`src/rtl/riscv_mem_arbiter_if.sv`:
```
// Bus bundle for the unified-memory arbiter: fetch port, data port and memory port.
// slave  : seen from the arbiter (requests in, grants/responses/memory command out).
// master : seen from the surrounding core/memory model.
interface riscv_mem_arbiter_if #(
    parameter int unsigned XLEN = 32
);
    // fetch port
    logic            if_req_i;
    logic [XLEN-1:0] if_addr_i;
    logic            if_gnt_o;
    logic            if_rvalid_o;
    logic [XLEN-1:0] if_rdata_o;

    // data port
    logic            dm_req_i;
    logic            dm_we_i;
    logic [3:0]      dm_be_i;
    logic [XLEN-1:0] dm_addr_i;
    logic [XLEN-1:0] dm_wdata_i;
    logic            dm_gnt_o;
    logic            dm_rvalid_o;
    logic [XLEN-1:0] dm_rdata_o;

    // memory port
    logic            mem_req_o;
    logic            mem_we_o;
    logic [3:0]      mem_be_o;
    logic [XLEN-1:0] mem_addr_o;
    logic [XLEN-1:0] mem_wdata_o;
    logic            mem_rvalid_i;
    logic [XLEN-1:0] mem_rdata_i;

    // unexpected-response flag
    logic            err_o;

    modport slave (
        input  if_req_i, if_addr_i,
        input  dm_req_i, dm_we_i, dm_be_i, dm_addr_i, dm_wdata_i,
        input  mem_rvalid_i, mem_rdata_i,
        output if_gnt_o, if_rvalid_o, if_rdata_o,
        output dm_gnt_o, dm_rvalid_o, dm_rdata_o,
        output mem_req_o, mem_we_o, mem_be_o, mem_addr_o, mem_wdata_o,
        output err_o
    );

    modport master (
        output if_req_i, if_addr_i,
        output dm_req_i, dm_we_i, dm_be_i, dm_addr_i, dm_wdata_i,
        output mem_rvalid_i, mem_rdata_i,
        input  if_gnt_o, if_rvalid_o, if_rdata_o,
        input  dm_gnt_o, dm_rvalid_o, dm_rdata_o,
        input  mem_req_o, mem_we_o, mem_be_o, mem_addr_o, mem_wdata_o,
        input  err_o
    );
endinterface

```
`src/rtl/riscv_mem_arbiter.sv`:
```
// Single-port unified memory arbiter between the fetch (IF) and memory (DM) stages.
// One transaction outstanding at a time; DM has fixed priority, with an
// anti-starvation counter that forces an IF grant after STARVE_MAX denied fetches.
// Responses are routed to the owning port; a response with nothing outstanding
// pulses err_o and is dropped.
module riscv_mem_arbiter #(
    parameter int unsigned XLEN       = 32,
    parameter int unsigned STARVE_MAX = 4
) (
    input  logic                clk,
    input  logic                rstn,
    riscv_mem_arbiter_if.slave  bus
);

    if (STARVE_MAX < 1 || STARVE_MAX > 15) begin : g_bad_starve_max
        $error("riscv_mem_arbiter: STARVE_MAX must be in 1..15");
    end

    localparam logic [3:0] STARVE_LIM = 4'(STARVE_MAX);

    typedef enum logic [1:0] {
        IDLE    = 2'd0,
        WAIT_IF = 2'd1,
        WAIT_DM = 2'd2
    } state_t;

    state_t          state_q, state_d;
    logic [3:0]      starve_q, starve_d;
    logic            window;
    logic            if_force;
    logic            grant_dm;
    logic            grant_if;
    logic [XLEN-1:0] rsp_data;

    assign rsp_data = bus.mem_rdata_i;

    // Grant window and priority decision; everything is held off while in reset.
    always_comb begin
        window = 1'b0;
        if (rstn) begin
            window = (state_q == IDLE) || bus.mem_rvalid_i;
        end
        if_force = (starve_q == STARVE_LIM);
        grant_dm = window && bus.dm_req_i && !(bus.if_req_i && if_force);
        grant_if = window && bus.if_req_i && !grant_dm;
    end

    // State register and starvation counter.
    always_ff @(posedge clk) begin
        if (!rstn) begin
            state_q  <= IDLE;
            starve_q <= '0;
        end else begin
            state_q  <= state_d;
            starve_q <= starve_d;
        end
    end

    // Next state and counter update, both only when the grant window is open.
    // An unexpected response in IDLE opens no new path: with no grant it stays IDLE.
    always_comb begin
        state_d  = state_q;
        starve_d = starve_q;
        if (window) begin
            if (grant_dm) begin
                state_d = WAIT_DM;
            end else if (grant_if) begin
                state_d = WAIT_IF;
            end else begin
                state_d = IDLE;
            end

            if (grant_if || !bus.if_req_i) begin
                starve_d = '0;
            end else if (grant_dm && (starve_q != STARVE_LIM)) begin
                starve_d = starve_q + 4'd1;
            end
        end
    end

    // Grants, memory command mux and response routing.
    always_comb begin
        bus.if_gnt_o    = grant_if;
        bus.dm_gnt_o    = grant_dm;
        bus.mem_req_o   = grant_if || grant_dm;
        bus.mem_we_o    = 1'b0;
        bus.mem_be_o    = '0;
        bus.mem_addr_o  = '0;
        bus.mem_wdata_o = '0;
        bus.if_rvalid_o = 1'b0;
        bus.dm_rvalid_o = 1'b0;
        bus.if_rdata_o  = '0;
        bus.dm_rdata_o  = '0;
        bus.err_o       = 1'b0;

        if (grant_dm) begin
            bus.mem_we_o    = bus.dm_we_i;
            bus.mem_be_o    = bus.dm_be_i;
            bus.mem_addr_o  = bus.dm_addr_i;
            bus.mem_wdata_o = bus.dm_wdata_i;
        end else if (grant_if) begin
            bus.mem_be_o    = '1;
            bus.mem_addr_o  = bus.if_addr_i;
        end

        // state_q may still be WAIT_* during the reset cycle, so gate on rstn
        if (rstn) begin
            bus.if_rvalid_o = (state_q == WAIT_IF) && bus.mem_rvalid_i;
            bus.dm_rvalid_o = (state_q == WAIT_DM) && bus.mem_rvalid_i;
            bus.err_o       = (state_q == IDLE)    && bus.mem_rvalid_i;
            if (bus.if_rvalid_o) begin
                bus.if_rdata_o = rsp_data;
            end
            if (bus.dm_rvalid_o) begin
                bus.dm_rdata_o = rsp_data;
            end
        end
    end

endmodule

```
`src/flat_wrapper.sv`:
```
// flat-port wrapper written by rule: the top's interface ports become plain ports
module riscv_mem_arbiter_flat 
#(
    parameter int unsigned XLEN       = 32,
    parameter int unsigned STARVE_MAX = 4
)
  (clk, rstn, bus_if_req_i, bus_if_addr_i, bus_dm_req_i, bus_dm_we_i, bus_dm_be_i, bus_dm_addr_i, bus_dm_wdata_i, bus_mem_rvalid_i, bus_mem_rdata_i, bus_if_gnt_o, bus_if_rvalid_o, bus_if_rdata_o, bus_dm_gnt_o, bus_dm_rvalid_o, bus_dm_rdata_o, bus_mem_req_o, bus_mem_we_o, bus_mem_be_o, bus_mem_addr_o, bus_mem_wdata_o, bus_err_o);
  riscv_mem_arbiter_if #(.XLEN(XLEN)) bus_i ();
  input  logic clk;
  input  logic rstn;
  input wire logic [$bits(bus_i.if_req_i)-1:0] bus_if_req_i;
  input wire logic [$bits(bus_i.if_addr_i)-1:0] bus_if_addr_i;
  input wire logic [$bits(bus_i.dm_req_i)-1:0] bus_dm_req_i;
  input wire logic [$bits(bus_i.dm_we_i)-1:0] bus_dm_we_i;
  input wire logic [$bits(bus_i.dm_be_i)-1:0] bus_dm_be_i;
  input wire logic [$bits(bus_i.dm_addr_i)-1:0] bus_dm_addr_i;
  input wire logic [$bits(bus_i.dm_wdata_i)-1:0] bus_dm_wdata_i;
  input wire logic [$bits(bus_i.mem_rvalid_i)-1:0] bus_mem_rvalid_i;
  input wire logic [$bits(bus_i.mem_rdata_i)-1:0] bus_mem_rdata_i;
  output wire logic [$bits(bus_i.if_gnt_o)-1:0] bus_if_gnt_o;
  output wire logic [$bits(bus_i.if_rvalid_o)-1:0] bus_if_rvalid_o;
  output wire logic [$bits(bus_i.if_rdata_o)-1:0] bus_if_rdata_o;
  output wire logic [$bits(bus_i.dm_gnt_o)-1:0] bus_dm_gnt_o;
  output wire logic [$bits(bus_i.dm_rvalid_o)-1:0] bus_dm_rvalid_o;
  output wire logic [$bits(bus_i.dm_rdata_o)-1:0] bus_dm_rdata_o;
  output wire logic [$bits(bus_i.mem_req_o)-1:0] bus_mem_req_o;
  output wire logic [$bits(bus_i.mem_we_o)-1:0] bus_mem_we_o;
  output wire logic [$bits(bus_i.mem_be_o)-1:0] bus_mem_be_o;
  output wire logic [$bits(bus_i.mem_addr_o)-1:0] bus_mem_addr_o;
  output wire logic [$bits(bus_i.mem_wdata_o)-1:0] bus_mem_wdata_o;
  output wire logic [$bits(bus_i.err_o)-1:0] bus_err_o;
  assign bus_i.if_req_i = bus_if_req_i;
  assign bus_i.if_addr_i = bus_if_addr_i;
  assign bus_i.dm_req_i = bus_dm_req_i;
  assign bus_i.dm_we_i = bus_dm_we_i;
  assign bus_i.dm_be_i = bus_dm_be_i;
  assign bus_i.dm_addr_i = bus_dm_addr_i;
  assign bus_i.dm_wdata_i = bus_dm_wdata_i;
  assign bus_i.mem_rvalid_i = bus_mem_rvalid_i;
  assign bus_i.mem_rdata_i = bus_mem_rdata_i;
  assign bus_if_gnt_o = bus_i.if_gnt_o;
  assign bus_if_rvalid_o = bus_i.if_rvalid_o;
  assign bus_if_rdata_o = bus_i.if_rdata_o;
  assign bus_dm_gnt_o = bus_i.dm_gnt_o;
  assign bus_dm_rvalid_o = bus_i.dm_rvalid_o;
  assign bus_dm_rdata_o = bus_i.dm_rdata_o;
  assign bus_mem_req_o = bus_i.mem_req_o;
  assign bus_mem_we_o = bus_i.mem_we_o;
  assign bus_mem_be_o = bus_i.mem_be_o;
  assign bus_mem_addr_o = bus_i.mem_addr_o;
  assign bus_mem_wdata_o = bus_i.mem_wdata_o;
  assign bus_err_o = bus_i.err_o;
  riscv_mem_arbiter #(.XLEN(XLEN), .STARVE_MAX(STARVE_MAX)) u_core (.clk(clk), .rstn(rstn), .bus(bus_i));
endmodule
```
`config.mk`:
```
export PLATFORM = sky130hd
export DESIGN_NAME = riscv_mem_arbiter_flat
export DESIGN_NICKNAME = d
export VERILOG_FILES = /design/src/rtl/riscv_mem_arbiter_if.sv /design/src/rtl/riscv_mem_arbiter.sv /design/src/flat_wrapper.sv
export SDC_FILE = /design/constraint.sdc
export NUM_CORES = 1
export LEC_CHECK = 0
export ABC_AREA = 1
export CAP_MARGIN = 40
export CORE_AREA = 2 2 108 110
export DETAILED_ROUTE_END_ITERATION = 12
export DIE_AREA = 0 0 110 112
export GPL_TIMING_DRIVEN = 0
export PLACE_DENSITY_LB_ADDON = 0.25
export REMOVE_ABC_BUFFERS = 1
export SETUP_SLACK_MARGIN = 0.3
export SYNTH_ARGS = -nofsm -noshare
export SYNTH_HDL_FRONTEND = slang
export SYNTH_SLANG_ARGS = --single-unit
```
`constraint.sdc`:
```
create_clock -name clk -period 1.6 [get_ports clk]
set_input_delay 0.24 -clock clk [delete_from_list [all_inputs] [get_ports clk]]
set_output_delay 0.24 -clock clk [all_outputs]
set_load 0.05 [all_outputs]
```
==> metrics, run 1 <==
status=finished, violations left; violated checks=setup timing; initial DRC count=82; Hold Crit Class=input pin to register; number of port buffers=between 200 and 300; clock skew=about 0.0027 ns; dpl ws=-1.92 ns; gpl congestion=between 0.8 and 0.9; Lkg Pwr=about 0.003 uW; DRC errors left=0; Sw Share=0.450; syn_area_per_cell=between 4 and 5 um2; Final Max Slew Viols=0; Yosys cell types=22; Buf/Inv on CP=4; CTS buffer count=3; FILL cells=between 900 and 1,000; CP max-delay cell=dfxtp_2; Tmin final=between 1.5 and 2 ns; max incr delay on CP=~0.32 ns; GR peak layer=met2; initial core utilization=0.136; MaxCap Viol Count=0; area fraction of the dominant cell type after synthesis=0.290; die area=about 0.012 mm2; FMAX=slightly above 0.5 GHz; clock root buffer=clkbuf_16; initial antenna violation count=0; total power=approximately 2300 uW; vias in the first global route=roughly 3,100; top post-synthesis cells by area=nand2_1 29%, nor2_1 25%, inv_1 19%; CTS Sinks=6; P_sw=1020 uW; Peak supply drop=about 0.00053 V; Reg clk slew, reported paths=approximately 0.030 ns; CP required=between 1 and 1.5 ns; Vias=around 3,200; DP HPWL=7490 um; WHS Path Cells=3; fin crit share=1.24; Detailed Routing Iterations Pass 1=5; Core Area=0.0112 mm2; RSZ-0062 raised after global routing=true; Hold Startpoint=rstn; number of setup violations in the final report=134; die width=110 um; GRT overflow=0; Mapped Area=0.00153 mm2; clock tree buffer depth=2; Placed Area=approximately 0.0044 mm2; Reg2Reg Depth=8; Int Pwr=around 1200 uW; delay-heaviest family, CP=simple AND/OR/NAND/NOR gates; Pwr Density=approximately 340 mW/mm2; routed wire length per instance=around 16 um; Clk pwr share=0.178; met2 Use GR=0.316; Vias per Instance=between 4 and 5; ant diodes=0; Worst Path Max Fanout=8; synthesis-stage register bit count=6; layout cells sized above 1=0.588; register-to-register setup slack=between 0.2 and 0.25 ns; CP Cell Sequence=inv_2 -> ha_4 -> nand4_1 -> nand2_4 -> buf_12 -> nor2_4 -> buf_8 -> nand2_2 -> nand2_2 -> buf_8; P&R area growth vs syn=331%; design area=~0.0066 mm2; crit start category=register; CTS H-tree lvls=1; Final Net Count=just under 800; CTS tree=built; ANT nets after route=0; met1 Use GR=0.180; CP endpoint kind=primary output; drt total wl=~13,000 um; Worst-Skew Late Latency=about 0.23 ns; GR Layer Usage met3=0.0293; worst hold endpoint=u_core.starve_q[2]$_SDFFE_PN0P_; pin count of the biggest net entering global routing=35; final hold viol count=0; Sequential Power Share=0.071; Synthesis Warnings=0; Cell Rows=39; slew margin rel.=0.785; Crit path depth=10; first-pass GRT wire length=~16,000 um; setup ws final=-0.382 ns; largest area contributor in the netlist=nand2_1; Ports=about 280; Data arrival, critical path=between 1.5 and 2 ns; Setup TNS Final=-30.21 ns; reg2reg start=u_core.starve_q[0]$_SDFFE_PN0P_; synthesized instance count=approximately 340; sequential share of the synthesized area=0.0788; Crit Path Class=register to primary output; RR Endpoint=u_core.state_q[1]$_SDFFE_PN0N_; Combinational Power Share=0.751; gr usage total=0.163; worst slew pin tran=between 0.3 and 0.4 ns; Die Span Y=112 um
==> synthesized netlist by cell type (all sizes together) <==
| cell type | n |
|---|---|
| nor3 | 1 |
| clkbuf | 6 |
| ha | 2 |
| nor4 | 1 |
| nand4 | 3 |
| nor2 | 104 |
| inv | 78 |
| dfxtp | 6 |
| clkinv | 1 |
| a21oi | 5 |
| nand2 | 120 |
| o21ai | 2 |
| o21bai | 1 |
| buf | 10 |
| nand3 | 4 |
==> tightest hold or removal path: cells and delay by family <==
family                 cells  cell delay (ns)
buffers and inverters      1             0.21
and+or+nand+nor            2             0.13
==> cell families after synthesis <==
kind of cell	Yosys count	share of synthesized area
fa+ha+maj	2	0.0164
flops	6	0.0788
compound gates	8	0.0303
simple gates	233	0.600
buf+inv	95	0.274
==> worst max-delay path by stage <==
stage / from / to / slack (ns)
2_1_floorplan: u_core.starve_q[0]$_SDFFE_PN0P_ / bus_mem_wdata_o[0] / -1.23
3_3_place_gp: rstn / bus_mem_wdata_o[24] / -1.93
3_5_place_dp: bus_mem_rvalid_i / bus_mem_wdata_o[3] / -1.92
4_1_cts: u_core.starve_q[0]$_SDFFE_PN0P_ / bus_mem_addr_o[15] / -0.31
5_1_grt: u_core.starve_q[1]$_SDFFE_PN0P_ / bus_mem_addr_o[11] / -0.47
6_report: u_core.starve_q[0]$_SDFFE_PN0P_ / bus_mem_addr_o[11] / -0.38
==> registers in the layout (all words and copies together), names as in the netlist <==
register,flops
u_core.starve_q,4
u_core.state_q,2
==> power groups by stage <==
stage / clock network (uW) / registers [uW] / logic, uW
after floorplan: 0 / 161 / 598
after global placement: 0 / 162 / 1200
after detailed placement: 0 / 162 / 1210
after CTS: 411 / 159 / 1520
after global routing: 416 / 161 / 1780
final: 403 / 160 / 1700
==> layout make-up <==
class                      count  area [um2]  share of cell area
multi-input combinational    245        2030               0.309
timing repair inverter         4        57.6             0.00875
tap                          143         179              0.0272
timing repair buffer         314        3770               0.574
inverter                      79         333              0.0506
sequential                     6         130              0.0198
clock buffer                   3        75.1              0.0114
==> stage by stage <==
stage	cells	hold slack, ns	utilization
2_1_floorplan	328	0.361	-
3_3_place_gp	747	0.475	0.389
3_5_place_dp	749	0.492	0.393
4_1_cts	781	0.446	0.503
5_1_grt	794	0.429	0.589
6_report	794	0.403	0.589
==> routing by layer <==
metal	wire length, um	vias up	share of wire
met5	0	-	0
met1	4410	1474	0.35
met2	7020	136	0.56
met4	198	0	0.016
li1	-	1598	-
met3	883	14	0.071
==> cells in the final DEF, fill, tap and decap left out, types with 2 or more instances in the layout <==
master,synthesis,final
clkbuf_16,0,6
a21oi_1,5,4
dfxtp_2,0,2
nand2_1,118,40
clkdlybuf4s50_1,0,134
buf_8,1,58
nor2_1,102,3
nand2_8,0,2
clkinv_4,0,2
dfxtp_1,6,2
nand4_1,3,3
dfxtp_4,0,2
buf_12,0,8
nor2_4,2,79
buf_4,0,11
inv_2,1,3
inv_1,77,72
nand2_2,1,50
clkinv_8,0,4
nand2_4,1,29
nand3_1,4,4
dlygate4sd2_1,0,2
buf_16,0,8
buf_6,6,89
nor2_2,0,23
==> repair_timing <==
action | 4_1_cts | 5_1_grt
resized for setup | 1161 | 218
pin swaps | 35 | 15
endpoints found under the setup margin | 142 | 144
setup buffers | 17 | 7
hold endpoints to repair | 0 | 0
hold buffers | 0 | 0
gates cloned | 12 | 6
No activity file was read; power rests on OpenSTA's default activity.
==> run 2: changes to the inputs <==
==> constraint.sdc (replaced) <==
create_clock -name clk -period 1.6 [get_ports clk]
set_input_delay 0.24 -clock clk [delete_from_list [all_inputs] [get_ports clk]]
set_output_delay 0.24 -clock clk [all_outputs]
set_load 0.01 [all_outputs]
==> run 2 against run 1 <==
  * The run still ends with setup timing left
  * Fmax rose by 3.2%
  * Sequential power barely moved
  * Critical path type unchanged
  * Register-to-register slack got worse by 0.16 ns
  * Non-clock buffer count rose by 22
  * Critical endpoint is now bus_mem_addr_o[24]
  * First-iteration DRC count fell by 55%
==> metrics, run 2 (same netlist as run 1, synthesis figures left out) <==
DP HPWL=roughly 7500 um; routed wire length per instance=15.1 um; layout cells sized above 1=0.584; P&R area growth vs syn=316%; total power=between 1500 and 2000 uW; die area=0.0123 mm2; CTS Sinks=6; Data arrival, critical path=around 1.7 ns; Peak supply drop=roughly 0.00053 V; timing endpoint of the critical path=bus_mem_addr_o[24]; violated checks=setup timing; Ports=approximately 280; max FFs per register=4; reg2reg start=u_core.starve_q[0]$_SDFFE_PN0P_; gpl congestion=between 0.8 and 0.9; Die Span Y=approximately 110 um; ant diodes=0; WHS=between 0.4 and 0.5 ns; pin count of the biggest net entering global routing=18; Detailed Routing Iterations Pass 1=4; ANT nets after route=0; gr usage total=0.171; final hold viol count=0; CTS H-tree lvls=1; Reg clk slew, reported paths=about 0.030 ns; initial core utilization=0.136; CTS tree=built; clock skew=~0.0027 ns; RR Endpoint=u_core.state_q[0]$_SDFFE_PN0N_; RSZ-0062 raised after global routing=true; vias in the first global route=3,179; GRT overflow=0; Worst Path Max Fanout=6; initial antenna violation count=0; P_sw=651 uW; Final Net Count=815; Worst-Skew Late Latency=0.23 ns; FILL cells=between 1,000 and 1,500; number of setup violations in the final report=between 100 and 150; initial DRC count=37; top flop regs=u_core.starve_q: 4 flops, u_core.state_q: 2 flops; Lkg Pwr=0.00325 uW; number of port buffers=around 280; status=finished, violations left; crit start category=register; clock root buffer=clkbuf_16; Crit Path Class=register to primary output; slew margin rel.=0.822; CP endpoint kind=primary output; Cell Rows=39; clock tree buffer depth=2; Vias per Instance=between 4 and 5; FMAX=approximately 0.52 GHz; CP startpoint=u_core.starve_q[0]$_SDFFE_PN0P_; drt total wl=12,300 um; hold_buf cts=0; Final Max Slew Viols=0; fin crit share=1.20; Clk pwr share=0.219; worst slew pin tran=around 0.27 ns; Sw Share=0.352; DRC errors left=0; Hold Crit Class=register to register; Core Area=0.0112 mm2; die width=between 100 and 150 um; setup ws final=-0.321 ns; Top reg by flops=u_core.starve_q; first-pass GRT wire length=around 16,000 um; Sequential Power Share=0.087; CP required=between 1 and 1.5 ns; most frequent cells in the layout=134 x clkdlybuf4s50_1, 104 x buf_6, 71 x inv_1; Int Pwr=between 1000 and 1500 uW; Tmin final=between 1.5 and 2 ns; Reg2Reg Depth=10; Vias=roughly 3,300; MaxCap Viol Count=0; register-to-register setup slack=around 0.050 ns; Pwr Density=291 mW/mm2; most common cell after layout, fill and taps aside=clkdlybuf4s50_1; CTS buffer count=3; Combinational Power Share=0.694
==> run 2: cell types whose count changed in the layout (fill, tap and decap cells not counted), moves of 12 or more <==
| cell | delta |
|---|---|
| buf_8 | -56 |
| buf_2 | +54 |
| nor2_4 | -18 |
| buf_6 | +15 |
| nor2_1 | +14 |
| buf_12 | +12 |
==> run 2: worst min path at each step <==
stage	start	end	slack [ns]	depth (start not counted)
3_5_place_dp	u_core.starve_q[3]$_SDFFE_PN0P_	u_core.starve_q[3]$_SDFFE_PN0P_	0.49	2
5_1_grt	u_core.starve_q[3]$_SDFFE_PN0P_	u_core.starve_q[3]$_SDFFE_PN0P_	0.52	2
3_3_place_gp	u_core.starve_q[3]$_SDFFE_PN0P_	u_core.starve_q[3]$_SDFFE_PN0P_	0.48	2
4_1_cts	rstn	u_core.starve_q[2]$_SDFFE_PN0P_	0.45	3
6_report	u_core.starve_q[3]$_SDFFE_PN0P_	u_core.starve_q[3]$_SDFFE_PN0P_	0.50	2
2_1_floorplan	rstn	u_core.starve_q[2]$_SDFFE_PN0P_	0.36	2
==> run 2: critical path, stage by stage (launching register included) <==
cell and delay, ns:
dfxtp_2 0.32, inv_2 0.05, ha_4 0.15, nand4_1 0.11, nand2_4 0.10, buf_12 0.14, nand2_8 0.10, buf_12 0.15
clkinv_8 0.09, nand2_4 0.08, nand2_2 0.05, buf_6 0.11
==> run 2: metal layers <==
metal | GRT usage | vias to the layer above | routed length, um | share of wire
li1 | - | 1632 | - | -
met1 | 0.175 | 1502 | 4100 | 0.33
met2 | 0.350 | 136 | 7200 | 0.58
met3 | 0.0281 | 18 | 830 | 0.067
met4 | 0.0304 | 0 | 191 | 0.015
met5 | 0 | - | 0 | 0
==> run 2: metrics by stage <==
stage | setup WS (ns) | instance area, um2 | cells | util | setup TNS (ns)
floorplan | -0.515 | 1410 | 328 | - | -23.24
global placement | -1.66 | 4350 | 747 | 0.389 | -169.97
detailed placement | -1.66 | 4390 | 749 | 0.393 | -152.67
CTS | -0.351 | 5070 | 797 | 0.454 | -28.26
global route | -0.397 | 6350 | 816 | 0.568 | -34.25
finish | -0.321 | 6350 | 816 | 0.568 | -24.11
==> run 2: final cells by class <==
type / count / area (um2) / area share
tap: 143 / 179 / 0.0282
timing repair inverter: 5 / 116 / 0.0183
multi-input combinational: 244 / 1930 / 0.304
timing repair buffer: 336 / 3580 / 0.564
inverter: 79 / 335 / 0.0528
sequential: 6 / 130 / 0.0205
clock buffer: 3 / 75.1 / 0.0118
==> run 2: timing repair <==
action / 4_1_cts / 5_1_grt
buffers inserted: 30 / 18
resized for setup: 666 / 331
pin swaps: 21 / 26
endpoints found under the setup margin: 142 / 144
gates cloned: 15 / 1
==> run 2: power by group through the flow <==
stage | Combinational [uW] | Sequential, uW | Clock, uW
finish | 1280 | 161 | 405
global route | 1360 | 161 | 416
CTS | 1010 | 159 | 411
detailed placement | 853 | 162 | 0
global placement | 841 | 162 | 0
floorplan | 239 | 161 | 0
